**src/rtl/vm80a_intc.sv**
```systemverilog
// vm80a_intc: eight-input vectored interrupt controller for the vm80a bus.
// Latches rising edges on irq into a pending register, presents a masked,
// prioritised request to the CPU and, during the interrupt-acknowledge cycle,
// drives the RST opcode matching the serviced line. The mask register and
// the pending register (write-one-to-clear) are memory mapped.
module vm80a_intc #(
  parameter logic [15:0] BASE_ADDR = 16'hFFF0
) (
  input  logic        pin_clk,
  input  logic        pin_reset,
  input  logic [7:0]  irq,
  input  logic [15:0] a,
  input  logic [7:0]  dout,
  input  logic        wr_n,
  input  logic        sync,
  output logic        int_req,
  output logic        inta,
  output logic        sel,
  output logic [7:0]  dint
);

  localparam logic [15:0] PEND_ADDR = BASE_ADDR + 16'd1;

  logic [7:0] irq_q;
  logic [7:0] pending;
  logic [7:0] mask;
  logic [2:0] vec_id;
  logic       sync_q;

  logic [7:0] rise;
  logic [7:0] active;
  logic       hit_mask;
  logic       hit_pend;
  logic       capture;
  logic       ack_set;
  logic [2:0] lowest_id;
  logic [7:0] ack_clr;
  logic [7:0] sw_clr;
  logic [7:0] pending_next;
  logic [7:0] vector;

  assign rise     = irq & ~irq_q;
  assign active   = pending & ~mask;
  assign hit_mask = (a == BASE_ADDR);
  assign hit_pend = (a == PEND_ADDR);
  assign capture  = sync & ~sync_q;
  assign ack_set  = capture & dout[0];
  assign vector   = 8'hC7 | {2'b00, vec_id, 3'b000};

  // Priority encoder: lowest set bit of active wins; 7 when nothing is active,
  // which doubles as the spurious-acknowledge vector (RST 7).
  always_comb begin
    lowest_id = 3'd7;
    for (int i = 7; i >= 0; i--) begin
      if (active[i]) lowest_id = i[2:0];
    end
  end

  // Pending update: clears first, then new edges, so an edge beats a clear.
  always_comb begin
    ack_clr = 8'h00;
    sw_clr  = 8'h00;
    if (ack_set && (active != 8'h00)) ack_clr = 8'h01 << lowest_id;
    if (!wr_n && hit_pend) sw_clr = dout;
    pending_next = (pending & ~(ack_clr | sw_clr)) | rise;
  end

  // Read mux: vector during acknowledge, otherwise the addressed register.
  always_comb begin
    dint = 8'h00;
    if (inta)          dint = vector;
    else if (hit_mask) dint = mask;
    else if (hit_pend) dint = pending;
    sel = inta | hit_mask | hit_pend;
  end

  // Register state; irq_q keeps tracking during reset so held lines stay quiet.
  always_ff @(posedge pin_clk) begin
    irq_q <= irq;
    if (pin_reset) begin
      mask    <= 8'hFF;
      pending <= 8'h00;
      inta    <= 1'b0;
      int_req <= 1'b0;
      vec_id  <= 3'd0;
      sync_q  <= 1'b0;
    end else begin
      sync_q  <= sync;
      pending <= pending_next;
      if (!wr_n && hit_mask) mask <= dout;
      if (capture) inta <= dout[0];
      if (ack_set) vec_id <= lowest_id;
      int_req <= (|active) & ~inta & ~ack_set;
    end
  end

endmodule
```
**config.mk**
```make
export PLATFORM = sky130hd
export DESIGN_NAME = vm80a_intc
export DESIGN_NICKNAME = d
export VERILOG_FILES = /design/src/rtl/vm80a_intc.sv
export SDC_FILE = /design/constraint.sdc
export NUM_CORES = 1
export LEC_CHECK = 0
export CORE_ASPECT_RATIO = 1.5
export CORE_MARGIN = 3
export CORE_UTILIZATION = 49
export DETAILED_ROUTE_END_ITERATION = 10
export MAX_ROUTING_LAYER = met4
export PLACE_DENSITY = 0.94
export SLEW_MARGIN = 40
export SYNTH_ARGS = -nofsm -noshare
export SYNTH_HDL_FRONTEND = slang
export SYNTH_SLANG_ARGS = --single-unit
```
**constraint.sdc**
```tcl
create_clock -name pin_clk -period 6.2 [get_ports pin_clk]
set_clock_uncertainty 0.1 [all_clocks]
set_input_delay 1.24 -clock pin_clk [delete_from_list [all_inputs] [get_ports pin_clk]]
set_output_delay 1.24 -clock pin_clk [all_outputs]
set_load 0.005 [all_outputs]
```
==> results.json <==
{
  "detail-route-antenna-nets": 0,
  "grtUsageTotal": 0.228,
  "worstPathArrival_ns": 3.81,
  "die_x_um": 50.2,
  "crit_required_ns": 4.86,
  "yosysSeqAreaShare": 0.418,
  "antenna_found_initial": 0,
  "postRouteWirelength_um": 3730,
  "pin_count": 47,
  "drc": 0,
  "routed_via_density": 5.74,
  "period_share": 0.831,
  "syn_nets": 194,
  "initial_core_util": 0.525,
  "yosysWarnings": 0,
  "antenna_cells": 0,
  "cts_inserted_buffers": 5,
  "placed_cells": 233,
  "slew_violations": 0,
  "synth_edf_count": 0,
  "grt_overflow": 0,
  "yosysTopAreaCellShare": 0.418,
  "rsz0062_at_grt": "false",
  "drt_iter0_markers": 44,
  "clkTransAtPathRegs_ns": 0.06,
  "synthTopCellsByArea": "dfxtp_1, nor2b_1, mux2i_1",
  "multi_input_comb_area_um2": 778,
  "finalHoldViolCount": 0,
  "drive_above_1_share": 0.0931,
  "reg2reg_to": "pending[6]",
  "worstSetupStartpointType": "input port",
  "yosysUniqueCellTypes": 37,
  "ys.flop_type": "dfxtp_1",
  "synth-async-reset-ratio": 0,
  "pwr-share-clk": 0.382,
  "seqPwrFrac": 0.490,
  "slew_headroom": 0.506,
  "comb_power_share": 0.128,
  "core_um2": 2730,
  "power_mw": 0.423,
  "finalSetupViolCount": 0,
  "syn-instance-count": 158,
  "fin_nets": 239,
  "crit_fanout": 9,
  "first_pass_iters": 4,
  "dpl.hpwl_um": 2710,
  "switchingPower_mw": 0.0983,
  "std_cell_rows": 23,
  "status": "completed",
  "ir_worst_vdd_v": 0.000208,
  "area_growth_pct": 37.7,
  "p_int_mw": 0.325,
  "clkLatencyLatePin_ns": 0.28,
  "setup_tns_ns": 0,
  "worstHoldStart": "vec_id[1]",
  "cts_hold_buf": 0,
  "reg2regPathDepth": 5,
  "cts_resized": 0,
  "yosys_register_bits": 30,
  "tightest_slew_ns": 0.734,
  "whs_endpoint": "vec_id[1]",
  "critPathKind": "input port to primary output",
  "grt_max_degree": 29,
  "hold_path_class": "flip-flop to flip-flop",
  "dpl-instance-area_um2": 1890,
  "switching_share": 0.232,
  "maxCapViolations": 0,
  "numPortBuffers": 46,
  "ctsLongestPathBuffers": 2,
  "fmax_mhz": 194,
  "grt_pass1_vias": 1368,
  "dieHeight_um": 72.3,
  "avgSynthCellArea_um2": 9.09,
  "cts.sinks": 30,
  "fill_cells": 217,
  "place.gp.congestion": 0.839,
  "rrSetupSlack_ns": 4.23,
  "seq_area_um2": 601,
  "reg2reg_from": "sync_q",
  "min_path_cells": 2,
  "cts_htree_levels": 2,
  "syn_area_um2": 1440,
  "power.leakage_nw": 0.753,
  "synth_area_leader_cell": "dfxtp_1",
  "dr_total_vias": 1384,
  "cts_tree": "yes",
  "postCtsSetupBuffers": 0,
  "powerDensity_nw_per_um2": 214,
  "worstSetupEndpointType": "primary output",
  "stdcell_count": 241,
  "grt_pass1_wl_um": 6050,
  "post-route-min-period_ns": 5.15,
  "final_area_um2": 1980,
  "root_buffer": "clkbuf_8",
  "fp.dieArea_um2": 3630,
  "wl_per_cell_um": 15.5
}
-- power by group through the flow --
stage / Sequential (mW) / Clock, mW / Combinational (mW)
6_report: 0.208 / 0.162 / 0.0540
5_1_grt: 0.208 / 0.171 / 0.0585
4_1_cts: 0.207 / 0.165 / 0.0546
3_5_place_dp: 0.212 / 0 / 0.0543
3_3_place_gp: 0.211 / 0 / 0.0528
2_1_floorplan: 0.209 / 0 / 0.0231
-- Yosys cell counts, drive strengths merged, types with 2 or more instances --
cell / count
a21oi: 6
nand3b: 3
nor2: 13
and3: 2
a211oi: 5
dfxtp: 30
nand2b: 4
o31ai: 5
nand4: 2
nand3: 6
inv: 3
nor2b: 14
clkbuf: 3
nand2: 11
a21o: 4
o21ai: 5
a211o: 8
nor4: 4
or4: 2
o21bai: 6
buf: 5
mux2i: 8
-- state kept, by name, indices dropped and copies added (netlist names) --
register / flops
int_req: 1
sync_q: 1
vec_id: 3
mask: 8
irq_q: 8
inta: 1
pending: 8
-- per-layer routing --
layer	vias up	wire length, um	GRT usage	share of wire
li1	669	-	-	-
met1	658	1410	0.223	0.38
met2	51	2020	0.413	0.54
met3	6	210	0.0554	0.056
met4	0	83	0.111	0.022
met5	-	0	-	0
-- cell type report --
type,count,area share
multi-input combinational,117,0.393
timing repair buffer,46,0.228
tap,37,0.0234
inverter,3,0.00569
clock buffer,7,0.0436
sequential,30,0.304
clock inverter,1,0.00253
-- how the worst max path moves through the flow --
| stage | start | end | slack, ns | cells after the start |
|---|---|---|---|---|
| finish | a[1] | dint[4] | 1.05 | 5 |
| global route | a[1] | dint[4] | 0.99 | 5 |
| CTS | a[1] | dint[4] | 1.05 | 5 |
| detailed placement | a[1] | dint[5] | 1.09 | 5 |
| global placement | a[1] | dint[3] | 1.14 | 5 |
| floorplan | a[1] | dint[3] | 2.09 | 4 |
-- metrics by stage --
step | setup WS (ns) | util | hold slack, ns
floorplan | 2.09 | - | 0.331
global placement | 1.14 | 0.694 | 0.346
detailed placement | 1.09 | 0.692 | 0.351
CTS | 1.05 | 0.725 | 0.360
global route | 0.988 | 0.724 | 0.406
finish | 1.05 | 0.724 | 0.362
-- critical path, cell delays in order --
cell	delay [ns]
clkdlybuf4s50_1	0.40
or4b_4	0.54
or4_2	0.72
o31ai_1	0.35
clkdlybuf4s50_1	0.56
-- layout by cell type, fill, tap and decap left out, types with 6 or more instances in the layout --
master and n:
nor2b_1 14, nand3_1 6, clkdlybuf4s50_1 44, o21bai_1 6, nor2_1 12, dfxtp_1 30
mux2i_1 8, clkbuf_8 6, a21oi_1 6, nand2_1 11, a211o_2 6
-- logic make-up (layout without fill, tap and decap cells) --
family / after synthesis / in the layout / share of synthesized area
AND/OR/NAND/NOR: 67 / 67 / 0.273
AO/OA/AOI/OAI: 42 / 42 / 0.213
flip-flops: 30 / 30 / 0.418
buffers and inverters: 11 / 57 / 0.0401
multiplexers: 8 / 8 / 0.0558
No activity file was read; power rests on OpenSTA's default activity.
==> edit: new RTL, same settings <==
Register the input `a` before use. The logic sees it one clock later. The other inputs are not delayed to match.
--- a/src/rtl/vm80a_intc.sv
+++ b/src/rtl/vm80a_intc.sv
@@ -23,2 +23,8 @@
 
+  logic [15:0] a_q;
+
+  always_ff @(posedge pin_clk) begin
+    a_q <= a;
+  end
+
   logic [7:0] irq_q;
@@ -43,4 +49,4 @@
   assign active   = pending & ~mask;
-  assign hit_mask = (a == BASE_ADDR);
-  assign hit_pend = (a == PEND_ADDR);
+  assign hit_mask = (a_q == BASE_ADDR);
+  assign hit_pend = (a_q == PEND_ADDR);
   assign capture  = sync & ~sync_q;
Behaviour: not the same (a bounded check fails within 4 cycles, from zero or initial values and one cycle with pin_reset high).
==> edit against the unedited design <==
  * First-iteration DRC count increased by 48%
  * Worst setup slack better by 1.5 ns
  * Hold slack better by 0.0055 ns
  * Total power grew 31%
  * Clock power rose by 12%
  * Largest power group unchanged
  * Synthesized area up 21%
  * Sequential cell count up 16
  * Design area is 16% higher
  * Wire length increased by 3.8%
==> edit: results (changes against the unedited design) <==
- Largest net degree at the start of global routing: 19 (was 29)
- The met3 layer usage reported by global route came to 0.0544 (was 0.0554).
* Clock transition at the registers of the reported paths: 0.08 ns (was 0.06 ns)
- The via count of the first global-routing pass came to 1531 (was 1368).
- The estimated wirelength of the detail-placed design was 2890 um (was 2710 um).
- Run status: completed (unchanged).
- The average vias per placed instance came to 5.64 (was 5.74).
- The proportion of power drawn by flip-flops and latches was 0.579 (was 0.490).
- Met3 Routed Length: 245 um (was 210 um)
- Number of library cell types mapped by synthesis: 36 (was 37)
- The fill cell total of the finished layout is 252 (was 217).
- First-pass GRT wire length: 6640 um (was 6050 um)
- Top cells by count, synth: 46 x dfxtp_1, 18 x nand2_1, 15 x nor2_1 (was 30 x dfxtp_1, 14 x nor2b_1, 12 x nor2_1)
- The worst path arrival time came to 2.34 ns (was 3.81 ns).
- Non-filler instance count after layout: 269 (was 241)
- The number of instances in the synthesized netlist was 184 (was 158).
- The post-layout total power was 0.000554 W (was 0.000423 W).
- Layout cells sized above 1: 0.0480 (was 0.0931)
- Ranked by flip-flop count, first place goes to a_q.
* Setup Slack @ Placement: 2.83 ns (was 1.09 ns)
* Met1 track utilization from global routing: 0.238 (was 0.223)
- Final weighted congestion in routability-driven placement: 0.985 (was 0.839)
- Violation count after the first detailed-routing iteration: 65 (was 44)
- Share of total power in the clock network: 0.327 (was 0.382)
- Post-place instance area: 2210 sq um (was 1890 sq um)
- Detailed route wirelength on metal2: 2040 um (was 2020 um)
* Slew @ Worst Pin: 0.626 ns (was 0.734 ns)
- Leading post-synthesis cells by cell area: dfxtp_1 53%, mux2i_1 4.6%, nand2_1 3.9% (was dfxtp_1 42%, nor2b_1 6.1%, mux2i_1 5.6%)
- Clock Latency Late Sink: 0.30 ns (was 0.28 ns)
- The cell with the largest stage delay on the worst path is clkdlybuf4s50_1 (was or4_2).
* Fraction of the yosys area taken by sequential cells: 0.529 (was 0.418)
- The total leakage power is 0.905 nW (was 0.753 nW).
- Worst-case vdd ir drop: 0.000204 V (was 0.000208 V)
- Global router's overall resource usage: 0.215 (was 0.228)
[edit: worst paths after layout]
| check | start | cells after the start | slack, ns | end |
|---|---|---|---|---|
| hold reg to reg | vec_id[0] | 2 | 0.37 | vec_id[0] |
| setup / recovery | a_q[1] | 4 | 2.52 | dint[5] |
| hold / removal | vec_id[0] | 2 | 0.37 | vec_id[0] |
| setup reg to reg | a_q[1] | 4 | 4.26 | mask[5] |
[edit: cells by family (layout without fill, tap and decap cells)]
logic type | after synthesis | in the layout | share of synthesized area
buffers and inverters | 14 | 59 | 0.0352
AND/OR/NAND/NOR | 68 | 68 | 0.206
AO/OA/AOI/OAI | 48 | 48 | 0.183
flip-flops | 46 | 46 | 0.529
multiplexers | 8 | 8 | 0.0460
[edit: layout make-up]
class,instances,area share
clock buffer,7,0.0375
multi-input combinational,124,0.330
tap,40,0.0218
sequential,46,0.401
timing repair buffer,46,0.200
clock inverter,1,0.00218
inverter,5,0.00816
